==> src/rtl/storage_arbiter_if.sv <==
// Requester/RAM bundle for storage_arbiter. The slave modport is the arbiter
// side; master is the requesters and RAM side.
interface storage_arbiter_if #(
  parameter int unsigned N_REQ  = 4,
  parameter int unsigned ADDR_W = 9,
  parameter int unsigned DATA_W = 32
);
  logic [N_REQ-1:0]        i_req;
  logic [N_REQ-1:0]        i_we;
  logic [N_REQ-1:0]        i_lock;
  logic [N_REQ*ADDR_W-1:0] i_addr;
  logic [N_REQ*DATA_W-1:0] i_wdata;
  logic [N_REQ-1:0]        o_gnt;
  logic [N_REQ-1:0]        o_rvalid;
  logic [DATA_W-1:0]       o_rdata;
  logic                    o_mem_we;
  logic [ADDR_W-1:0]       o_mem_addr;
  logic [DATA_W-1:0]       o_mem_wdata;
  logic [DATA_W-1:0]       i_mem_rdata;

  modport master (
    output i_req, i_we, i_lock, i_addr, i_wdata, i_mem_rdata,
    input  o_gnt, o_rvalid, o_rdata, o_mem_we, o_mem_addr, o_mem_wdata
  );

  modport slave (
    input  i_req, i_we, i_lock, i_addr, i_wdata, i_mem_rdata,
    output o_gnt, o_rvalid, o_rdata, o_mem_we, o_mem_addr, o_mem_wdata
  );
endinterface

==> src/rtl/storage_arbiter.sv <==
// Round-robin N-port arbiter for the shared matrix storage RAM with tagged read return.
// Define STORAGE_ARB_LOCK_EN to enable grant locking for burst owners.
module storage_arbiter #(
  parameter int unsigned N_REQ  = 4,
  parameter int unsigned ADDR_W = 9,
  parameter int unsigned DATA_W = 32,
  parameter int unsigned RD_LAT = 1
) (
  input logic               clk,
  input logic               rst_n,
  storage_arbiter_if.slave  bus
);

  localparam int unsigned IDX_W = $clog2(N_REQ);

  typedef logic [IDX_W-1:0] idx_t;

  idx_t              ptr_q;
  idx_t              win;
  logic              any;
  logic              lock_hit;
  logic [IDX_W:0]    sum;
  logic [N_REQ-1:0]  gnt;
  logic [N_REQ-1:0]  push;
  logic              mem_we;
  logic [ADDR_W-1:0] mem_addr;
  logic [DATA_W-1:0] mem_wdata;
  logic [N_REQ-1:0]  tag_q [RD_LAT];

`ifdef STORAGE_ARB_LOCK_EN
  idx_t own_q;
  logic own_vld_q;

  // Ownership is re-established each cycle the owner wins with i_lock held,
  // so dropping either i_req or i_lock releases it at the end of that cycle.
  always_ff @(posedge clk or negedge rst_n) begin
    if (!rst_n) begin
      own_vld_q <= 1'b0;
      own_q     <= '0;
    end else if (any && bus.i_lock[win]) begin
      own_vld_q <= 1'b1;
      own_q     <= win;
    end else begin
      own_vld_q <= 1'b0;
    end
  end

  assign lock_hit = own_vld_q && bus.i_req[own_q];
`else
  logic unused_lock;
  assign unused_lock = ^bus.i_lock;
  assign lock_hit    = 1'b0;
`endif

  // Scan ptr, ptr+1, ... with wrap at N_REQ-1; the lock owner overrides.
  always_comb begin
    any = 1'b0;
    win = '0;
    sum = '0;
    for (int unsigned k = 0; k < N_REQ; k++) begin
      sum = {1'b0, ptr_q} + (IDX_W+1)'(k);
      if (sum >= (IDX_W+1)'(N_REQ)) begin
        sum = sum - (IDX_W+1)'(N_REQ);
      end
      if (!any && bus.i_req[sum[IDX_W-1:0]]) begin
        any = 1'b1;
        win = sum[IDX_W-1:0];
      end
    end
`ifdef STORAGE_ARB_LOCK_EN
    if (lock_hit) begin
      any = 1'b1;
      win = own_q;
    end
`endif
    if (!rst_n) begin
      any = 1'b0;
    end
  end

  always_comb begin
    gnt       = '0;
    push      = '0;
    mem_we    = 1'b0;
    mem_addr  = '0;
    mem_wdata = '0;
    if (any) begin
      gnt[win] = 1'b1;
      mem_we   = bus.i_we[win];
      for (int unsigned k = 0; k < N_REQ; k++) begin
        if (win == idx_t'(k)) begin
          mem_addr  = bus.i_addr[k*ADDR_W +: ADDR_W];
          mem_wdata = bus.i_wdata[k*DATA_W +: DATA_W];
        end
      end
      if (!mem_we) begin
        push = gnt;
      end
    end
  end

  always_ff @(posedge clk or negedge rst_n) begin
    if (!rst_n) begin
      ptr_q <= '0;
    end else if (any) begin
      ptr_q <= (win == idx_t'(N_REQ-1)) ? '0 : win + idx_t'(1);
    end
  end

  // Read tags travel alongside the RAM read latency; writes and idles push zero.
  always_ff @(posedge clk or negedge rst_n) begin
    if (!rst_n) begin
      for (int unsigned k = 0; k < RD_LAT; k++) begin
        tag_q[k] <= '0;
      end
    end else begin
      tag_q[0] <= push;
      for (int unsigned k = 1; k < RD_LAT; k++) begin
        tag_q[k] <= tag_q[k-1];
      end
    end
  end

  assign bus.o_gnt       = gnt;
  assign bus.o_mem_we    = mem_we;
  assign bus.o_mem_addr  = mem_addr;
  assign bus.o_mem_wdata = mem_wdata;
  assign bus.o_rvalid    = tag_q[RD_LAT-1];
  assign bus.o_rdata     = bus.i_mem_rdata;

endmodule

==> src/flat_wrapper.sv <==
// flat-port wrapper written by rule: the top's interface ports become plain ports
module storage_arbiter_flat 
#(
  parameter int unsigned N_REQ  = 4,
  parameter int unsigned ADDR_W = 9,
  parameter int unsigned DATA_W = 32,
  parameter int unsigned RD_LAT = 1
)
  (clk, rst_n, bus_i_req, bus_i_we, bus_i_lock, bus_i_addr, bus_i_wdata, bus_i_mem_rdata, bus_o_gnt, bus_o_rvalid, bus_o_rdata, bus_o_mem_we, bus_o_mem_addr, bus_o_mem_wdata);
  storage_arbiter_if #(.N_REQ(N_REQ), .ADDR_W(ADDR_W), .DATA_W(DATA_W)) bus_i ();
  input logic clk;
  input logic rst_n;
  input wire logic [$bits(bus_i.i_req)-1:0] bus_i_req;
  input wire logic [$bits(bus_i.i_we)-1:0] bus_i_we;
  input wire logic [$bits(bus_i.i_lock)-1:0] bus_i_lock;
  input wire logic [$bits(bus_i.i_addr)-1:0] bus_i_addr;
  input wire logic [$bits(bus_i.i_wdata)-1:0] bus_i_wdata;
  input wire logic [$bits(bus_i.i_mem_rdata)-1:0] bus_i_mem_rdata;
  output wire logic [$bits(bus_i.o_gnt)-1:0] bus_o_gnt;
  output wire logic [$bits(bus_i.o_rvalid)-1:0] bus_o_rvalid;
  output wire logic [$bits(bus_i.o_rdata)-1:0] bus_o_rdata;
  output wire logic [$bits(bus_i.o_mem_we)-1:0] bus_o_mem_we;
  output wire logic [$bits(bus_i.o_mem_addr)-1:0] bus_o_mem_addr;
  output wire logic [$bits(bus_i.o_mem_wdata)-1:0] bus_o_mem_wdata;
  assign bus_i.i_req = bus_i_req;
  assign bus_i.i_we = bus_i_we;
  assign bus_i.i_lock = bus_i_lock;
  assign bus_i.i_addr = bus_i_addr;
  assign bus_i.i_wdata = bus_i_wdata;
  assign bus_i.i_mem_rdata = bus_i_mem_rdata;
  assign bus_o_gnt = bus_i.o_gnt;
  assign bus_o_rvalid = bus_i.o_rvalid;
  assign bus_o_rdata = bus_i.o_rdata;
  assign bus_o_mem_we = bus_i.o_mem_we;
  assign bus_o_mem_addr = bus_i.o_mem_addr;
  assign bus_o_mem_wdata = bus_i.o_mem_wdata;
  storage_arbiter #(.N_REQ(N_REQ), .ADDR_W(ADDR_W), .DATA_W(DATA_W), .RD_LAT(RD_LAT)) u_core (.clk(clk), .rst_n(rst_n), .bus(bus_i));
endmodule
==> config.mk <==
export PLATFORM = sky130hd
export DESIGN_NAME = storage_arbiter_flat
export DESIGN_NICKNAME = d
export VERILOG_FILES = /design/src/rtl/storage_arbiter_if.sv /design/src/rtl/storage_arbiter.sv /design/src/flat_wrapper.sv
export SDC_FILE = /design/constraint.sdc
export NUM_CORES = 1
export LEC_CHECK = 0
export ABC_AREA = 0
export CORE_AREA = 3 3 112 114
export DETAILED_ROUTE_END_ITERATION = 6
export DIE_AREA = 0 0 115 117
export PLACE_DENSITY = 0.66
export SETUP_SLACK_MARGIN = 0.05
export SLEW_MARGIN = 20
export SYNTH_ARGS = -nofsm -noshare
export SYNTH_HDL_FRONTEND = slang
export SYNTH_SLANG_ARGS = --single-unit
==> constraint.sdc <==
create_clock -name clk -period 12 [get_ports clk]
set_clock_uncertainty 0.05 [all_clocks]
set_input_delay 3.6 -clock clk [delete_from_list [all_inputs] [get_ports clk]]
set_output_delay 3.6 -clock clk [all_outputs]
set_load 0.005 [all_outputs]
==> impl_metrics.yaml <==
outcome:
  status: "finished clean"
setup_path:
  reg2reg_setup_slack_ns: 9.53
  cpPeakStageDelay_ns: 0.69
  worstPathMaxFanout: 44
  r2r_end: "u_core.bus.o_rvalid[1]"
  arrival_ns: 7.23
  reg2reg_from: "u_core.ptr_q[1]"
  reg2regPathDepth: 7
  crit_buf_inv: 4
  required_ns: 8.35
  critPathSlowestCell: "clkdlybuf4s50_1"
  cp_top_family: "buffers and inverters"
  crit_chain: "clkdlybuf4s50_1 -> and4b_1 -> a21o_1 -> nor2_1 -> inv_1 -> ha_2 -> nor2b_4 -> buf_4 -> a221oi_1 -> nor3_1 -> a21oi_1 -> nor2_1 -> clkdlybuf4s50_1"
  cp-end-kind: "primary output"
  start_kind: "input port"
  crit_start: "bus_i_req[3]"
  crit_type: "in2out"
cells_and_area:
  layout-drive-gt1-share_pct: 3.64
  final_cell_mix: "clkdlybuf4s50_1 (223), nor2_1 (45), a21oi_1 (43)"
  final_common_cell: "clkdlybuf4s50_1"
  stdcell_count: 637
  antenna_cells: 0
  area_growth_pct: 105
  fin_nets: 710
grt:
  grt_pass1_wl_um: 15000
  grtUsageTotal_pct: 13.6
  antenna_found_initial: 0
  overflow: 0
  grt_pass1_vias: 3027
  grt_max_degree: 47
clock_network:
  cts.sinks: 6
  cts.htree.levels: 1
  cts_buffers: 3
  cts_buffer_depth: 2
  cts-resized-gates: 0
  cts.hold.buffers_added: 0
  worstSkewPairLatency_ns: 0.23
  cts_setup_buffers: 0
  cts-root-buf: "clkbuf_16"
  cts.clk_slew.worst_paths_ns: 0.04
  tritoncts: "yes"
timing:
  post-route-period-util_pct: 90.7
  fin_tns_setup_ns: 0
  layout_setup_ws_ns: 1.12
  fin_crit_ns: 10.88
  finalMaxSlewViolations: 0
  worst_slew_pin_slew_ns: 0.973
  setup_viol: 0
  maxClockFrequency_mhz: 91.9
  relSlewSlack_pct: 35.1
  rsz0062_at_grt: "no"
  hold_viol: 0
power_and_ir_drop:
  power_frac_seq_pct: 5.4
  combPwrFrac_pct: 85.7
  powerDensity_nw_per_um2: 142
  p_int_uw: 344
  ir_drop_v: 0.0000714
  swShare_pct: 43.1
  power_leakage_uw: 0.00154
  switchingPower_uw: 261
  clockPowerShare_pct: 8.9
floorplan:
  dieArea_um2: 13500
  rows: 39
  die_h_um: 117
  initial_utilization_pct: 18.1
  die-width_um: 115
  core_area_um2: 11500
  io_pins: 292
detailed_routing:
  first_pass_iters: 4
  via_count: 3113
  detail-route-antenna-nets: 0
  drt_first_iter_violations: 121
  maxUsedRoutingLayer: "met4"
  finalWirelength_um: 10300
  wl_per_cell_um: 16.2
  viasPerCell: 4.89
  dr_wl_met3_um: 1080
  wl_met2_um: 5190
  wl_met1_um: 3860
  drc: 0
placed_design:
  gp_congestion: 0.761
  pre_cts_ws_ns: 1.08
  dpl.cell_count: 634
  hpwl_um: 8230
  io_buffers: 223
job:
  cap_violations: 0
hold_path:
  hold_start: "u_core.ptr_q[0]"
  hold_depth: 1
  hp-class: "reg2reg"
  worstHoldEndpoint: "u_core.ptr_q[0]"
yosys:
  synth-seq-area-share_pct: 7.22
  ys_seq_elements: 6
  syn_area_per_cell_um2: 6.34
  postSynthCellCount: 328
  synthDistinctLibCells: 33
  yosysWarnings: 0
  netlist_area_um2: 2080
  syn_nets: 542
-- synth_stat cells --
cell type,instances,area share [%]
a21oi_2,2,0.84
nor2b_1,41,12
nor3_1,40,9.6
o21ai_1,3,0.72
nand2_1,6,1.1
o211ai_1,1,0.36
a21o_1,2,0.72
o211a_1,1,0.48
and2_1,4,1.2
clkbuf_1,20,3.6
ha_1,4,2.4
buf_1,1,0.18
nor3b_1,4,1.4
o21ai_0,1,0.24
nand3_1,2,0.48
nor2_1,45,8.1
o41ai_2,1,0.78
and2_4,1,0.42
mux2i_1,2,0.96
and3b_1,1,0.42
buf_4,35,13
inv_1,2,0.36
a2bb2oi_1,1,0.42
o21a_1,1,0.36
buf_2,11,2.6
nand3b_1,2,0.72
a21oi_1,43,10
a41oi_1,1,0.42
dfrtp_1,6,7.2
nand2b_1,2,0.60
and4b_1,1,0.48
o41a_1,1,0.54
a221oi_1,40,17
-- worst reg2reg max path, delay by kind of cell (launching register included) --
family / cells / cell delay, ns
compound gates: 1 / 0.16
fa+ha+maj: 1 / 0.81
buf+inv: 1 / 0.10
flops: 1 / 0.46
simple gates: 4 / 0.79
-- cells by family (layout without fill, tap and decap cells) --
| group | count (synthesis) | after routing | synth area share (%) |
|---|---|---|---|
| AO/OA/AOI/OAI | 98 | 98 | 33.1 |
| adder cells (fa/ha/maj) | 4 | 4 | 2.41 |
| buffers and inverters | 69 | 235 | 19.4 |
| flip-flops | 6 | 6 | 7.22 |
| multiplexers | 2 | 2 | 0.962 |
| AND/OR/NAND/NOR | 149 | 149 | 36.9 |
-- area by class of cell --
type                       count  area (um2)
clock buffer                   3        75.1
sequential                     6         150
inverter                       2        7.51
fill                        1191        7250
multi-input combinational    253        1550
tap                          143         179
timing repair buffer         230        2300
-- worst max-delay path by stage --
stage | end | slack, ns | cells past startpoint
2_1_floorplan | bus_o_mem_wdata[21] | 2.90 | 13
6_report | bus_o_mem_addr[6] | 1.12 | 13
4_1_cts | bus_o_mem_addr[4] | 1.07 | 13
3_5_place_dp | bus_o_mem_addr[4] | 1.08 | 13
5_1_grt | bus_o_mem_wdata[9] | 0.81 | 13
3_3_place_gp | bus_o_mem_addr[4] | 1.10 | 13
-- metrics by stage --
stage / power (uW) / cell area (um2) / hold WS (ns) / util, %
floorplan: 334 / 2080 / 0.495 / -
CTS: 612 / 4260 / 0.557 / 37.0
finish: 606 / 4260 / 0.558 / 37.0
global route: 665 / 4260 / 0.633 / 37.0
global placement: 548 / 4180 / 0.549 / 36.3
detailed placement: 556 / 4190 / 0.559 / 36.4
-- registers in the layout, indices dropped and copies added (netlist names) --
| name | count |
|---|---|
| u_core.bus.o_rvalid | 4 |
| u_core.ptr_q | 2 |
-- per-layer routing --
metal	vias up	GRT usage, %
met5	-	0
met4	0	3.36
met3	20	4.32
met2	183	25.0
met1	1416	15.1
li1	1494	-
-- power by group through the flow --
stage | logic, uW | clock network [uW] | registers, uW
after detailed placement | 523 | 0 | 32.9
after CTS | 525 | 54.0 | 33.0
after global routing | 575 | 55.7 | 34.6
after floorplan | 305 | 0 | 29.3
after global placement | 515 | 0 | 32.6
final | 519 | 53.7 | 32.9
Power figures use the tool's default switching activity.
